--- src/rtl/mips_pkg.sv ---
// Shared types for the memory-stage store path.
// Store-buffer entry layout, FSM states and lane constants.
package mips_pkg;

  localparam int LANE_MSB  = 3;
  localparam logic [3:0] WORD_MASK = 4'b1111;
  localparam int WA_W = 30;

  typedef logic [0:LANE_MSB][7:0] lanes_t;

  typedef struct packed {
    logic [WA_W-1:0] word_addr;
    lanes_t          lanes;
    logic [3:0]      mask;
  } sb_entry_t;

  typedef enum logic [1:0] {
    RUN   = 2'd0,
    DRAIN = 2'd1,
    DONE  = 2'd2
  } sb_state_t;

endpackage

--- src/rtl/store_lane_pack.sv ---
// Big-endian store lane packer, inverse of load extraction.
// Ports: data/is_word/offset in; lanes[0:3] and mask out.
module store_lane_pack
  import mips_pkg::*;
(
  input  logic [31:0] data,
  input  logic        is_word,
  input  logic [1:0]  offset,
  output lanes_t      lanes,
  output logic [3:0]  mask
);

  logic [1:0] lane;

  // Byte offset 0 is the most significant lane.
  assign lane = 2'(LANE_MSB) - offset;

  always_comb begin
    lanes = '0;
    mask  = '0;
    if (is_word) begin
      lanes[3] = data[31:24];
      lanes[2] = data[23:16];
      lanes[1] = data[15:8];
      lanes[0] = data[7:0];
      mask     = WORD_MASK;
    end else begin
      lanes[lane] = data[7:0];
      mask[lane]  = 1'b1;
    end
  end

endmodule

--- src/rtl/store_unit.sv ---
// Store buffer: packs stores, queues them, drains to dcache.
// Ports: st_* request, cache_* drain, ld_* hazard, halt/drained.
module store_unit
  import mips_pkg::*;
#(
  parameter int DEPTH  = 4,
  parameter int ADDR_W = 32
) (
  input  logic              clk,
  input  logic              reset,
  input  logic              st_valid,
  output logic              st_ready,
  input  logic [ADDR_W-1:0] st_addr,
  input  logic [31:0]       st_data,
  input  logic              is_word,
  output logic              cache_we,
  input  logic              cache_ready,
  output logic [ADDR_W-1:0] cache_addr,
  output logic [7:0]        cache_data_in [0:3],
  output logic [3:0]        cache_byte_mask,
  input  logic [ADDR_W-1:0] ld_check_addr,
  output logic              ld_hit,
  input  logic              halted_controller,
  output logic              drained
);

  localparam int PW = $clog2(DEPTH);
  localparam int CW = PW + 1;

  logic [PW-1:0]    rd_ptr;
  logic [PW-1:0]    wr_ptr;
  logic [CW-1:0]    count;
  logic [DEPTH-1:0] vld;
  sb_state_t        state;
  sb_entry_t        mem [DEPTH];
  sb_entry_t        head;

  logic   full;
  logic   empty;
  logic   enq;
  logic   deq;
  lanes_t pk_lanes;
  logic [3:0] pk_mask;
  logic   unused_ld_lsb;

  assign full  = (count == CW'(DEPTH));
  assign empty = (count == '0);

  // Ready looks only at registered state; a same-cycle
  // dequeue does not open a slot.
  assign st_ready = !full && (state == RUN);
  assign enq      = st_valid && st_ready;
  assign cache_we = !empty;
  assign deq      = cache_we && cache_ready;

  store_lane_pack u_pack (
    .data    (st_data),
    .is_word (is_word),
    .offset  (st_addr[1:0]),
    .lanes   (pk_lanes),
    .mask    (pk_mask)
  );

  always_ff @(posedge clk) begin
    if (enq) begin
      mem[wr_ptr].word_addr <= WA_W'(st_addr[ADDR_W-1:2]);
      mem[wr_ptr].lanes     <= pk_lanes;
      mem[wr_ptr].mask      <= pk_mask;
    end
  end

  always_ff @(posedge clk) begin
    if (reset) begin
      rd_ptr <= '0;
      wr_ptr <= '0;
      count  <= '0;
      vld    <= '0;
      state  <= RUN;
    end else begin
      if (deq) begin
        rd_ptr      <= rd_ptr + 1'b1;
        vld[rd_ptr] <= 1'b0;
      end
      if (enq) begin
        wr_ptr      <= wr_ptr + 1'b1;
        vld[wr_ptr] <= 1'b1;
      end
      if (enq && !deq)
        count <= count + 1'b1;
      else if (deq && !enq)
        count <= count - 1'b1;
      unique case (state)
        RUN:     if (halted_controller) state <= DRAIN;
        DRAIN:   if (empty) state <= DONE;
        DONE:    state <= DONE;
        default: state <= RUN;
      endcase
    end
  end

  assign drained = (state == DONE);

  assign head            = mem[rd_ptr];
  assign cache_addr      = {head.word_addr[ADDR_W-3:0], 2'b00};
  assign cache_byte_mask = head.mask;

  always_comb begin
    for (int i = 0; i < 4; i++)
      cache_data_in[i] = head.lanes[i];
  end

  always_comb begin
    ld_hit = 1'b0;
    for (int i = 0; i < DEPTH; i++)
      if (vld[i] && mem[i].word_addr ==
          WA_W'(ld_check_addr[ADDR_W-1:2]))
        ld_hit = 1'b1;
  end

  assign unused_ld_lsb = ^ld_check_addr[1:0];

endmodule

--- config.mk ---
export PLATFORM = sky130hd
export DESIGN_NAME = store_unit
export DESIGN_NICKNAME = d
export VERILOG_FILES = /design/src/rtl/mips_pkg.sv /design/src/rtl/store_lane_pack.sv /design/src/rtl/store_unit.sv
export SDC_FILE = /design/constraint.sdc
export NUM_CORES = 1
export LEC_CHECK = 0
export ABC_AREA = 1
export CAP_MARGIN = 40
export CORE_MARGIN = 1.5
export CORE_UTILIZATION = 24
export DETAILED_ROUTE_END_ITERATION = 8
export PLACE_DENSITY = 0.38
export SETUP_SLACK_MARGIN = 0.02
export SYNTH_ARGS = -nofsm -noshare
export SYNTH_HDL_FRONTEND = slang
export SYNTH_SLANG_ARGS = --single-unit
--- constraint.sdc ---
create_clock -name clk -period 4.5 [get_ports clk]
set_input_delay 0.45 -clock clk [delete_from_list [all_inputs] [get_ports clk]]
set_output_delay 0.45 -clock clk [all_outputs]
set_load 0.005 [all_outputs]
==> results of run 1 <==
-- stage by stage --
step / instances / power, uW
after global routing: 2256 / 9590
after floorplan: 1367 / 4770
after global placement: 2194 / 6370
after CTS: 2256 / 9240
final: 2256 / 9050
after detailed placement: 2196 / 6390
-- tightest hold or removal path, stage by stage (launching register included) --
cell and delay (ps):
dfxtp_1 310, nand2_1 60, a21oi_1 50
-- registers in the layout (all words and copies together), names as in the netlist, named ones only --
signal and cells:
mem 264, state 2, vld 4, rd_ptr 2, count 3, wr_ptr 2
-- metal layers --
metal / GRT usage / vias to the layer above / wire length, um
li1: - / 4913 / -
met5: 0 / - / 35
met1: 0.194 / 4652 / 19100
met2: 0.260 / 242 / 20500
met4: 0.0475 / 6 / 952
met3: 0.0410 / 57 / 2670
-- where the power goes --
part / switching (uW) / leakage [uW] / internal [uW]
Sequential: 171 / 0.00254 / 3260
Combinational: 1620 / 0.00338 / 1210
Clock: 1100 / 0.000557 / 1680
-- area by class of cell --
type | instances | area [sq um] | area share
Sequential cell | 279 | 8230 | 0.494
Inverter | 145 | 547 | 0.0328
Timing Repair Buffer | 184 | 1890 | 0.114
Multi-Input combinational cell | 892 | 3990 | 0.239
Clock inverter | 17 | 171 | 0.0103
Tap cell | 696 | 871 | 0.0523
Clock buffer | 43 | 957 | 0.0575
-- cell families after synthesis --
family / count (synthesis) / share of synthesized area
AO/OA/AOI/OAI: 300 / 0.121
other: 1 / 0.000289
XOR/XNOR: 10 / 0.00674
adder cells (fa/ha/maj): 14 / 0.0141
flip-flops: 279 / 0.633
AND/OR/NAND/NOR: 566 / 0.164
buffers and inverters: 196 / 0.0601
-- path summary, 6_finish.rpt --
| kind | cells past startpoint | slack [ps] | endpoint |
|---|---|---|---|
| worst max-delay path | 7 | 1160 | cache_addr[27] |
| worst min-delay path | 2 | 470 | vld[3]$_SDFF_PP0_ |
| worst max register to register | 9 | 1940 | mem[3][51]$_DFFE_PP_ |
| worst min register to register | 2 | 470 | vld[3]$_SDFF_PP0_ |
-- cells in the final DEF (no fill, tap or decap), types with 7 or more instances in the layout --
| cell | n |
|---|---|
| inv_1 | 137 |
| clkbuf_16 | 36 |
| ha_1 | 13 |
| nand2_1 | 378 |
| dfxtp_1 | 14 |
| edfxtp_1 | 264 |
| clkdlybuf4s50_1 | 169 |
| buf_4 | 9 |
| inv_2 | 7 |
| o21ai_0 | 158 |
| xnor2_1 | 8 |
| a21oi_1 | 77 |
| o22ai_1 | 38 |
| o21ai_1 | 18 |
| nor2_1 | 182 |
==> flow_summary.yaml, run 1 <==
clock_network:
  htreeDepth: 2
  cts_made_buffers: 35
  clk_pin_slew_worst_paths_ps: 50
  cts_buffer_depth: 3
  clkLatencyLatePin_ps: 550
  tritoncts: "built"
  cts_resized: 0
  root_buffer: "clkbuf_16"
  cts_sinks: 279
  post_cts_buffers: 0
  holdBufCountCts: 0
global_routing:
  grt-ovfl-total: 0
  grt_use_total: 0.155
  grt_pass1_wl_um: 63100
  antenna_found_initial: 3
  grt_pass1_vias: 9832
  grt_start_max_net_pins: 74
setup_path:
  critPathMaxFanout: 73
  cp-start-kind: "register"
  slowest_delay_ps: 560
  critPathCaptureType: "output pin"
  slowest_stage: "clkdlybuf4s50_1"
  critPathBufInv: 4
  path_cells: "inv_4 -> buf_16 -> buf_4 -> o21ai_0 -> a21oi_1 -> a21oi_1 -> clkdlybuf4s50_1"
  critical_path_arrival_ps: 2890
  cp_data_required_time_ps: 4050
  rr_startpoint: "state[0]$_SDFFE_PP0P_"
  worstSetupPathType: "register to output pin"
  crit_top_cell: "a21oi_1"
  crit_family: "buffers and inverters"
sta:
  hold_viol_final: 0
  min_period_ps: 3340
  drv_slew: 0
  finalCritPeriodShare: 0.742
  max-slew-margin-rel: 0.484
  clock_skew_ps: 21.6
  worstMarginPinSlew_ps: 766
  fin_tns_setup_ps: 0
  rsz0062_at_grt: "no"
  max_freq_ghz: 0.300
  whs_ps: 471
  final.setup.worst_slack_ps: 1160
  setup_viol: 0
synthesis:
  yosys_warnings: 0
  synth.largest_area_cell: "edfxtp_1"
  synth_edf_count: 264
  synthFlopType: "edfxtp_1"
  postSynthCellCount: 1366
  synth.most_common_cell: "nand2_1"
  yosysSeqAreaShare: 0.633
  synth_top_area_share: 0.610
  async_flop_share: 0
  ys_ff_latch: 279
  synth_area_per_cell_sq_um: 9.51
  synthTopCellsByCount: "378 x nand2_1, 264 x edfxtp_1, 182 x nor2_1, 158 x o21ai_0, 142 x inv_1"
  ys_types: 27
  ys_top_cells_by_area: "edfxtp_1 61%, nand2_1 11%, o21ai_0 6.1%"
  syn_area_sq_mm: 0.0130
final_layout:
  final_nets: 1653
  final_area_sq_mm: 0.0167
  drive_above_1_share: 0.0487
  postLayoutCoreUtil: 0.310
  syn_to_final_growth_pct: 28.2
  insertedDiodeCount: 0
  fill_cells: 5590
floorplanning:
  die_w_um: 236
  chipHeight_um: 236
  core_area_sq_mm: 0.0537
  die-area_sq_mm: 0.0555
  start_util: 0.242
  io_pins: 174
  rows: 85
placement:
  gp_congestion: 0.820
  post-place-ws_ps: 1360
  dpl-instance-area_sq_mm: 0.0155
  hpwl_um: 29500
  port_buffers: 169
outcome:
  outcome: "completed"
drt:
  viasPerCell: 4.38
  first_iter_violations: 565
  ant_nets: 0
  drc: 0
  wirelength_um: 43300
  num_vias: 9870
  routedWlPerCell_um: 19.2
  firstDrtPassIters: 5
power_and_ir_drop:
  vdd_drop_max_uv: 252
  powerDensity_mw_per_mm2: 543
  p_leak_uw: 0.00648
flow_run:
  cap_violations: 0
min_path:
  holdCritPathClass: "register to register"
  worstHoldStart: "vld[3]$_SDFF_PP0_"
Note: power is estimated with default switching activity, not from simulation.
==> run 2: changes to the inputs <==
--- a/config.mk
+++ b/config.mk
@@ -10,7 +10,7 @@
 export CORE_MARGIN = 1.5
 export CORE_UTILIZATION = 24
 export DETAILED_ROUTE_END_ITERATION = 8
-export PLACE_DENSITY = 0.38
+export PLACE_DENSITY = 0.4
 export SETUP_SLACK_MARGIN = 0.02
 export SYNTH_ARGS = -nofsm -noshare
 export SYNTH_HDL_FRONTEND = slang
==> constraint.sdc (replaced) <==
create_clock -name clk -period 3 [get_ports clk]
set_input_delay 0.3 -clock clk [delete_from_list [all_inputs] [get_ports clk]]
set_output_delay 0.3 -clock clk [all_outputs]
set_load 0.005 [all_outputs]
==> flow_summary.yaml, run 2 (synthesis results as in run 1) <==
drt:
  num_vias: 9892
  firstDrtPassIters: 6
  routedWlPerCell_um: 18.8
  ant_nets: 0
  drc: 0
  first_iter_violations: 654
  wirelength_um: 42500
  viasPerCell: 4.37
sta:
  worstMarginPinSlew_ps: 715
  clock_skew_ps: 15.6
  fin_tns_setup_ps: 0
  final.setup.worst_slack_ps: 99.5
  finalCritPeriodShare: 0.967
  rsz0062_at_grt: "no"
  max_freq_ghz: 0.345
  drv_slew: 0
  hold_viol_final: 0
  max-slew-margin-rel: 0.519
  setup_viol: 0
  min_period_ps: 2900
placement:
  hpwl_um: 29100
  gp_congestion: 0.842
  port_buffers: 169
  post-place-ws_ps: 286
  dp.cells: 2202
clock_network:
  cts_sinks: 279
  cts_buffer_depth: 3
  clkLatencyLatePin_ps: 550
  tritoncts: "built"
  root_buffer: "clkbuf_16"
  clk_pin_slew_worst_paths_ps: 60
  htreeDepth: 2
  cts_made_buffers: 35
floorplanning:
  io_pins: 174
  die-area_sq_mm: 0.0555
  core_area_sq_mm: 0.0537
  start_util: 0.242
  rows: 85
  chipHeight_um: 236
  die_w_um: 236
power_and_ir_drop:
  vdd_drop_max_uv: 389
  p_leak_uw: 0.00653
  powerDensity_mw_per_mm2: 818
  power_uw: 13700
final_layout:
  fill_cells: 5538
  largest_registers: "mem (264), vld (4), count (3)"
  largest-register: "mem"
  stdcell_count: 2262
  largest_reg_flops: 264
  regArea_sq_mm: 0.00823
  multi_input_area_sq_mm: 0.00399
  layout_commonest_cell: "nand2_1"
  syn_to_final_growth_pct: 29.2
  insertedDiodeCount: 0
  drive_above_1_share: 0.0511
  layout_common_cells: "378 x nand2_1, 264 x edfxtp_1, 182 x nor2_1"
  final_nets: 1659
setup_path:
  cp-start-kind: "register"
  cp_data_required_time_ps: 2700
  critical_path_arrival_ps: 2600
  critPathCaptureType: "output pin"
  worstSetupPathType: "register to output pin"
  critPathMaxFanout: 56
flow_run:
  cap_violations: 0
min_path:
  holdCritPathClass: "input pin to register"
outcome:
  outcome: "completed"
global_routing:
  grt_use_total: 0.151
  grt_pass1_wl_um: 62100
  grt_start_max_net_pins: 105
  grt_pass1_vias: 9759
  antenna_found_initial: 2
  grt-ovfl-total: 0
run 2: cell types whose count changed in the layout (fill, tap and decap cells not counted), sizes merged:
cell and change:
buf +6, bufinv +2, clkbuf -2, clkinv -2, clkinvlp +2
run 2: worst max-delay path, cell delays in order (launching register included):
cell and delay (ps):
dfxtp_4 360, inv_4 310, buf_12 310, a21oi_1 100, a21oi_1 370, clkdlybuf4s50_1 600
run 2: path summary, 6_finish.rpt:
path                          from               endpoint  slack [ps]  cells past startpoint
max                       register         cache_addr[18]         100                      5
min                    st_addr[23]   mem[3][57]$_DFFE_PP_         380                      1
max reg2reg  state[0]$_SDFFE_PP0P_  count[2]$_SDFFE_PP0P_         770                     14
min reg2reg      vld[2]$_SDFF_PP0_      vld[2]$_SDFF_PP0_         490                      2
run 2: power breakdown:
part           total (uW)  leakage [uW]  internal, uW  switching, uW
registers            5110       0.00254          4890            222
logic                4330       0.00343          1860           2470
clock network        4290      0.000555          2620           1670
total               13700       0.00653          9370           4360
run 2: per-stage QoR:
| step | instance area [sq um] | hold WS, ps | utilization |
|---|---|---|---|
| after global placement | 15600 | 488 | 0.291 |
| after CTS | 16800 | 361 | 0.312 |
| final | 16800 | 382 | 0.312 |
| after global routing | 16800 | 377 | 0.312 |
| after floorplan | 13000 | 378 | - |
| after detailed placement | 15600 | 487 | 0.291 |
run 2: layout make-up:
type,instances,share of cell area
flip-flops and latches,279,0.490
multi-input cells,892,0.238
repair buffers,190,0.119
clock buffers,41,0.0548
well taps,696,0.0519
inverters,145,0.0326
clock inverters,19,0.0138
run 2: per-layer routing:
metal / part of all wire / up-vias / wire [um] / global-route usage
li1: - / 4923 / - / -
met2: 0.48 / 259 / 20400 / 0.256
met3: 0.060 / 57 / 2530 / 0.0362
met1: 0.44 / 4649 / 18800 / 0.192
met5: 0.00038 / - / 16 / 0
met4: 0.020 / 4 / 852 / 0.0424
run 2: what timing repair did:
action / in CTS / in global routing
endpoints found under the setup margin: 0 / 2
gates resized for setup: 0 / 1
setup buffers: 0 / 0
hold buffers: 0 / 0
